**src/rtl/arith_op_sequencer.sv**
```systemverilog
// rtl/arith_op_sequencer.sv - operand loader and operation sequencer for the mul/div unit
//
// Debounces the load key and assembles two 32-bit operands from four 16-bit
// switch captures. It then runs one start/done transaction with the
// arithmetic unit and holds the result for the display logic.
//
// Ports:
//   CLOCK_50      sole clock, rising edge
//   reset         synchronous, active-high
//   load_n        raw load key (active-low, asynchronous)
//   op_sel        0 = multiply, 1 = divide (sampled on the 4th capture)
//   sw            operand half-word
//   alu_start     one-cycle request pulse to the arithmetic unit
//   alu_op        latched op_sel
//   alu_a/alu_b   assembled operands
//   alu_done      one-cycle completion pulse from the arithmetic unit
//   alu_result    arithmetic result, valid with alu_done
//   result        held result
//   result_valid  result holds a completed operation
//   load_stage    index of the next half-word to capture
//   busy          operation in flight (ISSUE or WAIT)
//   div_by_zero   divide with b = 0, ALU skipped
//   timeout       ALU did not answer within TIMEOUT_CYCLES

module arith_op_sequencer #(
   parameter int DEBOUNCE_CYCLES = 16,
   parameter int TIMEOUT_CYCLES  = 64
) (
   input  logic        CLOCK_50,
   input  logic        reset,
   input  logic        load_n,
   input  logic        op_sel,
   input  logic [15:0] sw,
   output logic        alu_start,
   output logic        alu_op,
   output logic [31:0] alu_a,
   output logic [31:0] alu_b,
   input  logic        alu_done,
   input  logic [31:0] alu_result,
   output logic [31:0] result,
   output logic        result_valid,
   output logic [1:0]  load_stage,
   output logic        busy,
   output logic        div_by_zero,
   output logic        timeout
);

   localparam int DEB_W = $clog2(DEBOUNCE_CYCLES + 1);
   localparam int TO_W  = $clog2(TIMEOUT_CYCLES + 1);

   localparam logic [DEB_W-1:0] DEB_LAST = DEB_W'(DEBOUNCE_CYCLES - 1);
   localparam logic [DEB_W-1:0] DEB_ONE  = {{(DEB_W-1){1'b0}}, 1'b1};
   localparam logic [TO_W-1:0]  TO_LAST  = TO_W'(TIMEOUT_CYCLES);
   localparam logic [TO_W-1:0]  TO_ONE   = {{(TO_W-1){1'b0}}, 1'b1};

   localparam logic [31:0] ERR_RESULT = 32'hFFFF_FFFF;

   typedef enum logic [1:0] {
      S_LOAD  = 2'd0,
      S_ISSUE = 2'd1,
      S_WAIT  = 2'd2,
      S_DONE  = 2'd3
   } state_t;

   state_t            state;
   logic [1:0]        sync_q;
   logic              deb_level;
   logic              deb_level_d;
   logic [DEB_W-1:0]  deb_cnt;
   logic              press;
   logic [TO_W-1:0]   wait_cnt;

   // Key path: 2-flop synchronizer, counter-based debounce, falling-edge
   // detect. press is registered so the FSM always sees a clean 1-cycle event.
   always_ff @(posedge CLOCK_50) begin
      if (reset) begin
         sync_q      <= 2'b11;
         deb_level   <= 1'b1;
         deb_level_d <= 1'b1;
         deb_cnt     <= '0;
         press       <= 1'b0;
      end else begin
         sync_q <= {sync_q[0], load_n};
         // Level only moves after DEBOUNCE_CYCLES consecutive differing samples.
         if (sync_q[1] == deb_level) begin
            deb_cnt <= '0;
         end else if (deb_cnt == DEB_LAST) begin
            deb_level <= sync_q[1];
            deb_cnt   <= '0;
         end else begin
            deb_cnt <= deb_cnt + DEB_ONE;
         end
         deb_level_d <= deb_level;
         press       <= deb_level_d & ~deb_level;
      end
   end

   // Sequencer with registered outputs.
   always_ff @(posedge CLOCK_50) begin
      if (reset) begin
         state        <= S_LOAD;
         load_stage   <= 2'd0;
         alu_a        <= '0;
         alu_b        <= '0;
         alu_op       <= 1'b0;
         alu_start    <= 1'b0;
         busy         <= 1'b0;
         result       <= '0;
         result_valid <= 1'b0;
         div_by_zero  <= 1'b0;
         timeout      <= 1'b0;
         wait_cnt     <= '0;
      end else begin
         case (state)
            S_LOAD: begin
               if (press) begin
                  load_stage <= load_stage + 2'd1;
                  case (load_stage)
                     2'd0: alu_a[15:0]  <= sw;
                     2'd1: alu_a[31:16] <= sw;
                     2'd2: alu_b[15:0]  <= sw;
                     default: begin
                        alu_b[31:16] <= sw;
                        alu_op       <= op_sel;
                        // b is checked with this cycle's sw, not the stale upper half.
                        if (op_sel && (sw == 16'h0000) && (alu_b[15:0] == 16'h0000)) begin
                           result       <= ERR_RESULT;
                           div_by_zero  <= 1'b1;
                           result_valid <= 1'b1;
                           state        <= S_DONE;
                        end else begin
                           alu_start <= 1'b1;
                           busy      <= 1'b1;
                           state     <= S_ISSUE;
                        end
                     end
                  endcase
               end
            end

            S_ISSUE: begin
               alu_start <= 1'b0;
               wait_cnt  <= TO_ONE;   // WAIT entry cycle is cycle 1
               state     <= S_WAIT;
            end

            S_WAIT: begin
               // alu_done takes priority over the final timeout cycle.
               if (alu_done) begin
                  result       <= alu_result;
                  result_valid <= 1'b1;
                  busy         <= 1'b0;
                  state        <= S_DONE;
               end else if (wait_cnt == TO_LAST) begin
                  result       <= ERR_RESULT;
                  timeout      <= 1'b1;
                  result_valid <= 1'b1;
                  busy         <= 1'b0;
                  state        <= S_DONE;
               end else begin
                  wait_cnt <= wait_cnt + TO_ONE;
               end
            end

            S_DONE: begin
               // The restart press also counts as the first capture.
               if (press) begin
                  result_valid <= 1'b0;
                  div_by_zero  <= 1'b0;
                  timeout      <= 1'b0;
                  alu_a[15:0]  <= sw;
                  load_stage   <= 2'd1;
                  state        <= S_LOAD;
               end
            end

            default: state <= S_LOAD;
         endcase
      end
   end

endmodule
```
**config.mk**
```make
export PLATFORM = sky130hd
export DESIGN_NAME = arith_op_sequencer
export DESIGN_NICKNAME = d
export VERILOG_FILES = /design/src/rtl/arith_op_sequencer.sv
export SDC_FILE = /design/constraint.sdc
export NUM_CORES = 1
export LEC_CHECK = 0
export CAP_MARGIN = 20
export CELL_PAD_IN_SITES_DETAIL_PLACEMENT = 0
export CELL_PAD_IN_SITES_GLOBAL_PLACEMENT = 1
export CORE_ASPECT_RATIO = 0.75
export CORE_UTILIZATION = 46
export DETAILED_ROUTE_END_ITERATION = 10
export DONT_BUFFER_PORTS = 1
export GPL_TIMING_DRIVEN = 0
export PLACE_DENSITY_LB_ADDON = 0.12
export SYNTH_ARGS = -nofsm -noshare
export SYNTH_HDL_FRONTEND = slang
export SYNTH_SLANG_ARGS = --single-unit
```
**constraint.sdc**
```tcl
create_clock -name CLOCK_50 -period 2.9 [get_ports CLOCK_50]
set_clock_uncertainty 0.2 [all_clocks]
set_input_delay 0.58 -clock CLOCK_50 [delete_from_list [all_inputs] [get_ports CLOCK_50]]
set_output_delay 0.58 -clock CLOCK_50 [all_outputs]
set_load 0.01 [all_outputs]
```
==> key figures <==
Status
  • Status: completed

Detailed routing
  • Routed WL: 12640 um
  • Via density: 5.351
  • Post-route ant nets: 0
  • DRC viols: 0
  • Pre-antenna DRT Iters: 4
  • DRT iter0 DRCs: 207
  • Vias: ~4000
  • Wire per inst: 17.24 um

Worst setup path
  • Critical path arrival: ~2.4 ns
  • Critical path type: register to register
  • R2R Setup Slk: roughly 0.55 ns
  • Startpoint Class: register
  • Crit. End Element: register
  • Req. time, crit path: 2.97 ns
  • CP Max Fanout: 10

STA
  • Period utilisation layout: 0.8106
  • Final hold viol count: 0
  • Worst-Margin Slew: 0.6356 ns
  • RSZ-0062 raised after global routing: false
  • Count of final max-slew check failures: 0
  • Worst hold margin: a little under 0.08 ns
  • Fmax: 0.4254 GHz
  • Setup TNS: 0 ns
  • Crit path time final: about 2.4 ns
  • Rel. slew slack: 0.5762
  • Final setup vio count: 0

Clocking
  • CTS Buf Count: 17
  • Clock sinks: about 120
  • Post-CTS sizing: 0
  • Clock root buffer: clkbuf_16
  • Postcts setup bufs: 0
  • CTS Buffer Depth: 2
  • # hold bufs at CTS: 0
  • TritonCTS clock tree: done
  • Clock Pin Slew Worst Setup and Hold Paths: around 0.05 ns
  • H-tree depth: 4
  • Worst skew pair latency: 0.41 ns

Power
  • Max IR drop VDD: 0.4093 mV
  • Lkg Pwr: 2.088 nW
  • Power Dens Cells: slightly above 700 nW/um^2

Global routing
  • First-pass GRT wire length: 19460 um
  • Total grt overflow: 0
  • Initial antenna violation count: 0
  • Vias in the first global route: 3797
  • Pin count of the biggest net entering global routing: 17
  • All-Layer GR Usage: 0.2287

Synthesis
  • Syn_area_per_cell: 8.789 um^2
  • Synth Flop Type: dfxtp_1
  • EDFF count, synth: 0
  • Register area share after synthesis: 0.4950
  • Cell area after synthesis: 4975 um^2
  • FF+latch count, synth: between 100 and 150
  • Async set-or-reset flop fraction in the synthesized netlist: 0
  • Synth Instances: around 570
  • Distinct cells, synth: 53
  • Syn nets: 631
  • YS warnings: 0

Die
  • Die height: about 90 um
  • Area of the core: 10410 um^2
  • Initial Util: 0.4779
  • Site Rows: 32
  • # IOs: around 160
  • Full die area: between 10000 and 15000 um^2
  • Die width: 122.1 um

Final layout
  • Commonest non-fill, non-tap cell in the layout: dfxtp_1
  • Fillers: 968
  • Share of post-route cells with drive strength above 1: 0.1005
  • # diodes: 0
  • Fin nets: 650
  • Fin util: 0.5505
  • Most frequent cells in the layout: 123 x dfxtp_1, 108 x nand2_1, 85 x a21oi_1
  • Multi-input gate area: 2160 um^2
  • Storage element area: 2462 um^2
  • P&R area growth vs syn: 15.19%

Placed design
  • Post-DP HPWL: 8997 um
  • PortBufs: 0
  • GP Congestion: between 0.8 and 0.9

Min path
  • Worst min path class: input pin to register

Flow run
  • Max-cap violations: 0
cells in the mapped netlist, types with 2 or more instances:
| cell | instances | area, um^2 |
|---|---|---|
| xnor2_1 | 3 | 26.28 |
| buf_2 | 3 | 15.01 |
| nor4_1 | 3 | 18.77 |
| nor2b_1 | 5 | 31.28 |
| xor2_1 | 4 | 35.03 |
| a21oi_1 | 85 | 425.4 |
| or2_2 | 4 | 25.02 |
| ha_1 | 12 | 150.1 |
| mux2i_1 | 17 | 170.2 |
| nor3_1 | 3 | 15.01 |
| o2111ai_1 | 3 | 26.28 |
| o21ai_0 | 7 | 35.03 |
| a211oi_1 | 2 | 15.01 |
| buf_1 | 3 | 11.26 |
| nor2_1 | 32 | 120.1 |
| a31oi_1 | 2 | 12.51 |
| and4_4 | 2 | 22.52 |
| o31ai_1 | 32 | 240.2 |
| nor4_2 | 3 | 37.54 |
| clkbuf_1 | 21 | 78.83 |
| dfxtp_1 | 123 | 2462 |
| or3_1 | 3 | 18.77 |
| buf_6 | 6 | 67.56 |
| nand3_1 | 5 | 25.02 |
| nand2_1 | 108 | 405.4 |
| and3_1 | 4 | 25.02 |
| inv_1 | 45 | 168.9 |
kinds of logic after synthesis:
family	after synthesis	share of synthesized area
AO/OA/AOI/OAI	145	0.1826
XOR/XNOR	7	0.01232
adder cells (fa/ha/maj)	12	0.03018
buffers and inverters	80	0.07092
flip-flops	123	0.4950
multiplexers	18	0.03647
AND/OR/NAND/NOR	181	0.1725
cell type report:
type                            instances  area share
Clock buffer                           23     0.08166
Buffer                                 34     0.03144
Sequential cell                       123      0.4297
Multi-Input combinational cell        363      0.3769
Clock inverter                          8     0.02052
Tap cell                              136     0.02969
Inverter                               46     0.03013
worst paths after layout:
check | startpoint | end | depth (start not counted)
setup / recovery | load_stage[0] | alu_a[1] | 7
hold / removal | load_n | sync_q[0] | 1
setup reg to reg | load_stage[0] | alu_a[1] | 7
hold reg to reg | deb_level_d | press | 2
layer usage:
layer	GRT usage	vias up	share of wire
met5	0	-	0
met4	0.07622	0	0.011
met3	0.08022	15	0.094
met2	0.3592	125	0.45
met1	0.2899	1824	0.44
li1	-	1958	-
sequential cells by signal (all words and copies together) (netlist names):
name          cells
press             1
result_valid      1
div_by_zero       1
sync_q            2
result           32
alu_a            32
alu_op            1
busy              1
deb_level_d       1
wait_cnt          7
alu_b            32
deb_cnt           5
alu_start         1
timeout           1
load_stage        2
deb_level         1
state             2
where the power goes:
group / switching (W) / leakage, nW / internal (W) / total (W)
Combinational: 0.000166 / 0.811 / 0.0000799 / 0.000245
Sequential: 0.00000767 / 0.991 / 0.00170 / 0.00171
Clock: 0.000722 / 0.287 / 0.00138 / 0.00211
Total: 0.000895 / 2.09 / 0.00316 / 0.00406
stage by stage:
stage / power [W] / setup WS, ns / area (um^2) / cells
6_report: 0.004060 / 0.5492 / 5731 / 733
2_1_floorplan: 0.001928 / 0.8215 / 4975 / 566
3_5_place_dp: 0.001986 / 0.5045 / 5145 / 702
5_1_grt: 0.004197 / 0.4127 / 5731 / 733
3_3_place_gp: 0.001983 / 0.5488 / 5145 / 702
4_1_cts: 0.004082 / 0.5237 / 5731 / 733
worst max-delay path: stages (launching register included):
cell and delay, ns:
dfxtp_1 0.49, inv_1 0.15, ha_1 0.23, and2_1 0.16
o21ai_2 0.38, buf_4 0.33, mux2i_1 0.22, nor2_1 0.05
No activity file was read; power rests on OpenSTA's default activity.
